==> src/rtl/lsu_ctrl_if.sv <==
// EXU/WBU/dcache-facing bundle of the load/store unit.
// master = environment (EXU, WBU, dcache), slave = lsu_ctrl.
interface lsu_ctrl_if #(
  parameter int XLEN   = 64,
  parameter int ADDR_W = 32
);
  logic              in_valid;
  logic              in_ready;
  logic              in_is_store;
  logic [2:0]        in_funct3;
  logic [ADDR_W-1:0] in_addr;
  logic [XLEN-1:0]   in_wdata;
  logic [4:0]        in_rd;

  logic              out_valid;
  logic              out_ready;
  logic [XLEN-1:0]   out_rdata;
  logic [4:0]        out_rd;
  logic              out_excp;
  logic [3:0]        out_cause;

  logic              dc_r_ren;
  logic [ADDR_W-1:0] dc_raddr;
  logic              dc_r_wen;
  logic [ADDR_W-1:0] dc_waddr;
  logic [XLEN-1:0]   dc_wdata;
  logic [7:0]        dc_wmask;
  logic              dc_use_cache;
  logic              dc_inst_update;
  logic [XLEN-1:0]   dc_rdata_align;
  logic              dc_cache_finish;

  modport master (
    output in_valid, in_is_store, in_funct3, in_addr, in_wdata, in_rd,
    input  in_ready,
    input  out_valid, out_rdata, out_rd, out_excp, out_cause,
    output out_ready,
    input  dc_r_ren, dc_raddr, dc_r_wen, dc_waddr, dc_wdata, dc_wmask,
    input  dc_use_cache, dc_inst_update,
    output dc_rdata_align, dc_cache_finish
  );

  modport slave (
    input  in_valid, in_is_store, in_funct3, in_addr, in_wdata, in_rd,
    output in_ready,
    output out_valid, out_rdata, out_rd, out_excp, out_cause,
    input  out_ready,
    output dc_r_ren, dc_raddr, dc_r_wen, dc_waddr, dc_wdata, dc_wmask,
    output dc_use_cache, dc_inst_update,
    input  dc_rdata_align, dc_cache_finish
  );
endinterface

==> src/rtl/lsu_ctrl.sv <==
// Load/store unit: one op in flight, dcache request held until cache_finish, extended result to WBU.
// Optional LSU_MISALIGN_TRAP_EN: misaligned/illegal ops trap in IDLE without touching the dcache.
module lsu_ctrl #(
  parameter int XLEN   = 64,
  parameter int ADDR_W = 32
) (
  input  logic       clk,
  input  logic       rst,
  lsu_ctrl_if.slave  bus
);

  // state | meaning
  // IDLE  | in_ready=1, waiting for an op from EXU
  // REQ   | dcache request asserted from latched op, waiting for dc_cache_finish
  // RESP  | out_valid=1, result held until WBU takes it
  typedef enum logic [1:0] {IDLE, REQ, RESP} state_t;

  state_t            state;
  logic              is_store_q;
  logic [2:0]        funct3_q;
  logic [ADDR_W-1:0] addr_q;
  logic [XLEN-1:0]   wdata_q;
  logic [4:0]        rd_q;
  logic [7:0]        wmask_q;

  logic              in_ready_q;
  logic              out_valid_q;
  logic [XLEN-1:0]   out_rdata_q;
  logic [4:0]        out_rd_q;
  logic              out_excp_q;
  logic [3:0]        out_cause_q;
  logic              r_ren_q;
  logic              r_wen_q;
  logic              use_cache_q;
  logic              inst_update_q;

  logic              misaligned;

  function automatic logic [7:0] size_mask(input logic [2:0] f3);
    case (f3[1:0])
      2'b00:   size_mask = 8'h01;
      2'b01:   size_mask = 8'h03;
      2'b10:   size_mask = 8'h0F;
      default: size_mask = 8'hFF;
    endcase
  endfunction

  // funct3=111 falls into the 64-bit arm, i.e. behaves as ld
  function automatic logic [XLEN-1:0] extend(input logic [2:0] f3, input logic [XLEN-1:0] d);
    case (f3)
      3'b000:  extend = {{(XLEN-8){d[7]}},   d[7:0]};
      3'b001:  extend = {{(XLEN-16){d[15]}}, d[15:0]};
      3'b010:  extend = {{(XLEN-32){d[31]}}, d[31:0]};
      3'b100:  extend = {{(XLEN-8){1'b0}},   d[7:0]};
      3'b101:  extend = {{(XLEN-16){1'b0}},  d[15:0]};
      3'b110:  extend = {{(XLEN-32){1'b0}},  d[31:0]};
      default: extend = d;
    endcase
  endfunction

`ifdef LSU_MISALIGN_TRAP_EN
  always_comb begin
    misaligned = 1'b0;
    case (bus.in_funct3)
      3'b000, 3'b100: misaligned = 1'b0;
      3'b001, 3'b101: misaligned = bus.in_addr[0];
      3'b010, 3'b110: misaligned = |bus.in_addr[1:0];
      3'b011:         misaligned = |bus.in_addr[2:0];
      default:        misaligned = 1'b1;
    endcase
  end
`else
  assign misaligned = 1'b0;
`endif

  always_ff @(posedge clk) begin
    if (rst) begin
      state         <= IDLE;
      is_store_q    <= 1'b0;
      funct3_q      <= '0;
      addr_q        <= '0;
      wdata_q       <= '0;
      rd_q          <= '0;
      wmask_q       <= '0;
      in_ready_q    <= 1'b1;
      out_valid_q   <= 1'b0;
      out_rdata_q   <= '0;
      out_rd_q      <= '0;
      out_excp_q    <= 1'b0;
      out_cause_q   <= '0;
      r_ren_q       <= 1'b0;
      r_wen_q       <= 1'b0;
      use_cache_q   <= 1'b0;
      inst_update_q <= 1'b0;
    end else begin
      case (state)
        IDLE: begin
          if (bus.in_valid) begin
            is_store_q <= bus.in_is_store;
            funct3_q   <= bus.in_funct3;
            addr_q     <= bus.in_addr;
            wdata_q    <= bus.in_wdata;
            rd_q       <= bus.in_rd;
            wmask_q    <= size_mask(bus.in_funct3);
            in_ready_q <= 1'b0;
            if (misaligned) begin
              state       <= RESP;
              out_valid_q <= 1'b1;
              out_rdata_q <= '0;
              out_rd_q    <= bus.in_rd;
              out_excp_q  <= 1'b1;
              out_cause_q <= bus.in_is_store ? 4'd6 : 4'd4;
            end else begin
              state         <= REQ;
              r_ren_q       <= ~bus.in_is_store;
              r_wen_q       <= bus.in_is_store;
              use_cache_q   <= 1'b1;
              inst_update_q <= 1'b1;
            end
          end
        end
        REQ: begin
          // request drops at the finish edge so the dcache never sees a second trigger
          if (bus.dc_cache_finish) begin
            state         <= RESP;
            r_ren_q       <= 1'b0;
            r_wen_q       <= 1'b0;
            use_cache_q   <= 1'b0;
            inst_update_q <= 1'b0;
            out_valid_q   <= 1'b1;
            out_rdata_q   <= is_store_q ? '0 : extend(funct3_q, bus.dc_rdata_align);
            out_rd_q      <= rd_q;
            out_excp_q    <= 1'b0;
            out_cause_q   <= '0;
          end
        end
        RESP: begin
          if (bus.out_ready) begin
            state       <= IDLE;
            out_valid_q <= 1'b0;
            in_ready_q  <= 1'b1;
          end
        end
        default: state <= IDLE;
      endcase
    end
  end

  assign bus.in_ready       = in_ready_q;
  assign bus.out_valid      = out_valid_q;
  assign bus.out_rdata      = out_rdata_q;
  assign bus.out_rd         = out_rd_q;
  assign bus.out_excp       = out_excp_q;
  assign bus.out_cause      = out_cause_q;
  assign bus.dc_r_ren       = r_ren_q;
  assign bus.dc_r_wen       = r_wen_q;
  assign bus.dc_raddr       = addr_q;
  assign bus.dc_waddr       = addr_q;
  assign bus.dc_wdata       = wdata_q;
  assign bus.dc_wmask       = wmask_q;
  assign bus.dc_use_cache   = use_cache_q;
  assign bus.dc_inst_update = inst_update_q;

endmodule

==> src/flat_wrapper.sv <==
// flat-port wrapper written by rule: the top's interface ports become plain ports
module lsu_ctrl_flat 
#(
  parameter int XLEN   = 64,
  parameter int ADDR_W = 32
)
  (clk, rst, bus_in_valid, bus_in_is_store, bus_in_funct3, bus_in_addr, bus_in_wdata, bus_in_rd, bus_in_ready, bus_out_valid, bus_out_rdata, bus_out_rd, bus_out_excp, bus_out_cause, bus_out_ready, bus_dc_r_ren, bus_dc_raddr, bus_dc_r_wen, bus_dc_waddr, bus_dc_wdata, bus_dc_wmask, bus_dc_use_cache, bus_dc_inst_update, bus_dc_rdata_align, bus_dc_cache_finish);
  lsu_ctrl_if #(.XLEN(XLEN), .ADDR_W(ADDR_W)) bus_i ();
  input  logic clk;
  input  logic rst;
  input wire logic [$bits(bus_i.in_valid)-1:0] bus_in_valid;
  input wire logic [$bits(bus_i.in_is_store)-1:0] bus_in_is_store;
  input wire logic [$bits(bus_i.in_funct3)-1:0] bus_in_funct3;
  input wire logic [$bits(bus_i.in_addr)-1:0] bus_in_addr;
  input wire logic [$bits(bus_i.in_wdata)-1:0] bus_in_wdata;
  input wire logic [$bits(bus_i.in_rd)-1:0] bus_in_rd;
  output wire logic [$bits(bus_i.in_ready)-1:0] bus_in_ready;
  output wire logic [$bits(bus_i.out_valid)-1:0] bus_out_valid;
  output wire logic [$bits(bus_i.out_rdata)-1:0] bus_out_rdata;
  output wire logic [$bits(bus_i.out_rd)-1:0] bus_out_rd;
  output wire logic [$bits(bus_i.out_excp)-1:0] bus_out_excp;
  output wire logic [$bits(bus_i.out_cause)-1:0] bus_out_cause;
  input wire logic [$bits(bus_i.out_ready)-1:0] bus_out_ready;
  output wire logic [$bits(bus_i.dc_r_ren)-1:0] bus_dc_r_ren;
  output wire logic [$bits(bus_i.dc_raddr)-1:0] bus_dc_raddr;
  output wire logic [$bits(bus_i.dc_r_wen)-1:0] bus_dc_r_wen;
  output wire logic [$bits(bus_i.dc_waddr)-1:0] bus_dc_waddr;
  output wire logic [$bits(bus_i.dc_wdata)-1:0] bus_dc_wdata;
  output wire logic [$bits(bus_i.dc_wmask)-1:0] bus_dc_wmask;
  output wire logic [$bits(bus_i.dc_use_cache)-1:0] bus_dc_use_cache;
  output wire logic [$bits(bus_i.dc_inst_update)-1:0] bus_dc_inst_update;
  input wire logic [$bits(bus_i.dc_rdata_align)-1:0] bus_dc_rdata_align;
  input wire logic [$bits(bus_i.dc_cache_finish)-1:0] bus_dc_cache_finish;
  assign bus_i.in_valid = bus_in_valid;
  assign bus_i.in_is_store = bus_in_is_store;
  assign bus_i.in_funct3 = bus_in_funct3;
  assign bus_i.in_addr = bus_in_addr;
  assign bus_i.in_wdata = bus_in_wdata;
  assign bus_i.in_rd = bus_in_rd;
  assign bus_in_ready = bus_i.in_ready;
  assign bus_out_valid = bus_i.out_valid;
  assign bus_out_rdata = bus_i.out_rdata;
  assign bus_out_rd = bus_i.out_rd;
  assign bus_out_excp = bus_i.out_excp;
  assign bus_out_cause = bus_i.out_cause;
  assign bus_i.out_ready = bus_out_ready;
  assign bus_dc_r_ren = bus_i.dc_r_ren;
  assign bus_dc_raddr = bus_i.dc_raddr;
  assign bus_dc_r_wen = bus_i.dc_r_wen;
  assign bus_dc_waddr = bus_i.dc_waddr;
  assign bus_dc_wdata = bus_i.dc_wdata;
  assign bus_dc_wmask = bus_i.dc_wmask;
  assign bus_dc_use_cache = bus_i.dc_use_cache;
  assign bus_dc_inst_update = bus_i.dc_inst_update;
  assign bus_i.dc_rdata_align = bus_dc_rdata_align;
  assign bus_i.dc_cache_finish = bus_dc_cache_finish;
  lsu_ctrl #(.XLEN(XLEN), .ADDR_W(ADDR_W)) u_core (.clk(clk), .rst(rst), .bus(bus_i));
endmodule
==> config.mk <==
export PLATFORM = sky130hd
export DESIGN_NAME = lsu_ctrl_flat
export DESIGN_NICKNAME = d
export VERILOG_FILES = /design/src/rtl/lsu_ctrl_if.sv /design/src/rtl/lsu_ctrl.sv /design/src/flat_wrapper.sv
export SDC_FILE = /design/constraint.sdc
export NUM_CORES = 1
export LEC_CHECK = 0
export CORE_AREA = 2 2 151 153
export DETAILED_ROUTE_END_ITERATION = 8
export DIE_AREA = 0 0 153 155
export GPL_TIMING_DRIVEN = 0
export PLACE_DENSITY = 0.68
export SLEW_MARGIN = 25
export SYNTH_ARGS = -nofsm -noshare
export SYNTH_HDL_FRONTEND = slang
export SYNTH_SLANG_ARGS = --single-unit
export TNS_END_PERCENT = 5
==> constraint.sdc <==
create_clock -name clk -period 1.9 [get_ports clk]
set_input_delay 0.19 -clock clk [delete_from_list [all_inputs] [get_ports clk]]
set_output_delay 0.19 -clock clk [all_outputs]
set_load 0.03 [all_outputs]
==> flow_metrics.env <==
export IMPL_hold_class="input pin to register"
export IMPL_wl_mm=25.18
export IMPL_synth_cell_types=33
export IMPL_cp_arrival_ps=1650
export IMPL_whs_ps=301.8
export IMPL_ys_ff_latch=185
export IMPL_antenna_left=0
export IMPL_grt_pass1_vias=6696
export IMPL_yosysWarnings=0
export IMPL_final_common_cell="clkdlybuf4s50_1"
export IMPL_place_area_um2=11280
export IMPL_gp_congestion=0.8100
export IMPL_critPathCaptureType="output pin"
export IMPL_path_clk_slew_ps=70
export IMPL_antenna_cells=0
export IMPL_die_w_um=153
export IMPL_leakagePower_nw=4.528
export IMPL_gr_total_overflow=0
export IMPL_setup_violations=0
export IMPL_numCtsBuffers=17
export IMPL_fin_cells=1518
export IMPL_drv_slew=0
export IMPL_critPathMaxFanout=5
export IMPL_drt_iter0_drc=259
export IMPL_startpoint_type="register"
export IMPL_start_util=0.3178
export IMPL_fin_crit_ps=1843
export IMPL_antenna_found_initial=2
export IMPL_dr_pass1_iters=4
export IMPL_grt_start_max_net_pins=17
export IMPL_status="finished, final reports clean"
export IMPL_p_per_area_nw_per_um2=864.4
export IMPL_dieArea_um2=23720
export IMPL_area_growth_pct=69.15
export IMPL_chipHeight_um=155
export IMPL_timing_final_crit_share=0.9702
export IMPL_wire_per_inst_um=16.59
export IMPL_fin_skew_ps=11.02
export IMPL_clk_latency_ps=420
export IMPL_root_buffer="clkbuf_16"
export IMPL_syn_area_per_cell_um2=8.689
export IMPL_grt_use_total=0.2050
export IMPL_worst_endpoint_required_ps=1710
export IMPL_syn_cell_area_um2=7064
export IMPL_vias_per_cell=4.559
export IMPL_max_slew_margin=0.5347
export IMPL_finalNetCount=1396
export IMPL_rsz0062_at_grt="true"
export IMPL_io_buffers=384
export IMPL_vias=6920
export IMPL_drive_above_1_share=0.1103
export IMPL_core_um2=22230
export IMPL_netlist_instances=813
export IMPL_layout_common_cells="clkdlybuf4s50_1, nand2_1, dfxtp_1, a21oi_1, nor2_1"
export IMPL_htreeDepth=4
export IMPL_tightest_slew_ps=698.0
export IMPL_maxCapViolCount=0
export IMPL_fmax_mhz=542.5
export IMPL_ys_seq_area_frac=0.5243
export IMPL_num_rows=55
export IMPL_p_total_mw=10.33
export IMPL_finalInstanceArea_um2=11950
export IMPL_hold_viol=0
export IMPL_regToRegSetupSlack_ps=90
export IMPL_clock_path_buffers=2
export IMPL_final_util=0.5376
export IMPL_boundaryPins=390
export IMPL_crit_type="register to output pin"
export IMPL_dp_hpwl_mm=19.65
export IMPL_fill_cells=2099
export IMPL_irDropWorstVdd_v=0.0006021
export IMPL_cts_tree="built"
export IMPL_grt_pass1_wl_mm=37.99
export IMPL_clock_sinks=185
export IMPL_drc=0
export IMPL_dp_cells=1486
cell usage after synthesis:
cell / n / share of area
a22oi_1: 8 / 0.0085
o2bb2ai_1: 18 / 0.022
mux2i_1: 1 / 0.0014
nor3_2: 1 / 0.0014
conb_1: 1 / 0.00053
nand2b_1: 2 / 0.0018
clkbuf_1: 42 / 0.022
a21o_4: 1 / 0.0021
a2111oi_0: 1 / 0.0012
dfxtp_1: 185 / 0.52
o21bai_1: 1 / 0.0011
o21ai_0: 1 / 0.00071
a21oi_1: 142 / 0.10
nand2_1: 226 / 0.12
nor3b_1: 8 / 0.0085
or3b_2: 1 / 0.0012
or4_4: 1 / 0.0016
o2bb2ai_2: 30 / 0.064
nor3_1: 2 / 0.0014
buf_1: 1 / 0.00053
nor2b_1: 2 / 0.0018
nor2_2: 1 / 0.00089
nand3b_1: 1 / 0.0011
buf_4: 42 / 0.045
buf_6: 5 / 0.0080
a31oi_1: 2 / 0.0018
inv_1: 1 / 0.00053
a21o_1: 8 / 0.0085
or2_2: 1 / 0.00089
buf_2: 14 / 0.0099
nand3_1: 2 / 0.0014
nor2_1: 60 / 0.032
nor4b_4: 1 / 0.0034
state kept, by name, indices dropped and copies added (netlist names):
| signal | flops |
|---|---|
| u_core.bus.dc_wmask | 4 |
| u_core.bus.dc_wdata | 64 |
| u_core.bus.dc_use_cache | 1 |
| u_core.bus.out_valid | 1 |
| u_core.bus.out_rd | 5 |
| u_core.bus.dc_r_wen | 1 |
| u_core.bus.out_rdata | 64 |
| u_core.bus.dc_r_ren | 1 |
| u_core.funct3_q | 3 |
| u_core.state | 2 |
| u_core.bus.in_ready | 1 |
| u_core.is_store_q | 1 |
| u_core.rd_q | 5 |
| u_core.bus.dc_raddr | 32 |
cells by family after synthesis:
kind of cell,synth area share
simple gates,0.1773
compound gates,0.2106
flops,0.5243
buf+inv,0.08590
mux,0.001417
other cells,0.0005308
path summary, 6_finish.rpt:
path / from / to / cells past startpoint
setup reg to reg: u_core.state[1]$_SDFFE_PP0P_ / u_core.bus.dc_wdata[57]$_SDFFE_PP0P_ / 7
hold reg to reg: u_core.bus.dc_wdata[48]$_SDFFE_PP0P_ / u_core.bus.dc_wdata[48]$_SDFFE_PP0P_ / 2
hold / removal: bus_in_wdata[34] / u_core.bus.dc_wdata[34]$_SDFFE_PP0P_ / 3
setup / recovery: u_core.bus.dc_wmask[6]$_SDFFE_PP0P_ / bus_dc_wmask[5] / 2
metrics by stage:
stage / setup slack, ps / TNS [ps]
after floorplan: 322.8 / 0
after detailed placement: -449.0 / -50020
after global placement: -443.3 / -50620
after CTS: 0.4710 / 0
final: 56.54 / 0
after global routing: -28.19 / -123.8
routing by layer:
metal,global-route usage,vias to the layer above,share of wire
met2,0.3560,269,0.49
met3,0.07354,28,0.081
met1,0.2396,3146,0.42
met5,0,-,0.00079
met4,0.05732,4,0.014
li1,-,3473,-
worst max-delay path, stage by stage, from the launching register on:
cell and delay, ps:
dfxtp_1 430, buf_4 140, clkdlybuf4s50_1 650
layout make-up:
cell class	instances	area, µm²	share of cell area
multi-input cells	527	2781	0.2328
flip-flops and latches	185	3704	0.3099
well taps	285	356.6	0.02984
plain buffers	104	618.1	0.05173
clock buffers	18	429.2	0.03592
repair buffers	386	3866	0.3236
inverters	1	3.754	0.0003141
clock inverters	12	190.2	0.01592
report_power, final:
group	total, mW	leakage (nW)	internal (mW)	switching [mW]
clock	3.81	0.301	2.22	1.59
sequential	4.26	1.51	4.10	0.152
combinational	2.26	2.71	1.05	1.21
timing repair:
action,CTS,global route
pin swaps,0,1
setup buffers,0,2
setup endpoints to repair,118,86
resized for setup,5,12
hold buffers,0,0
gates cloned,0,0
Power figures use the tool's default switching activity.
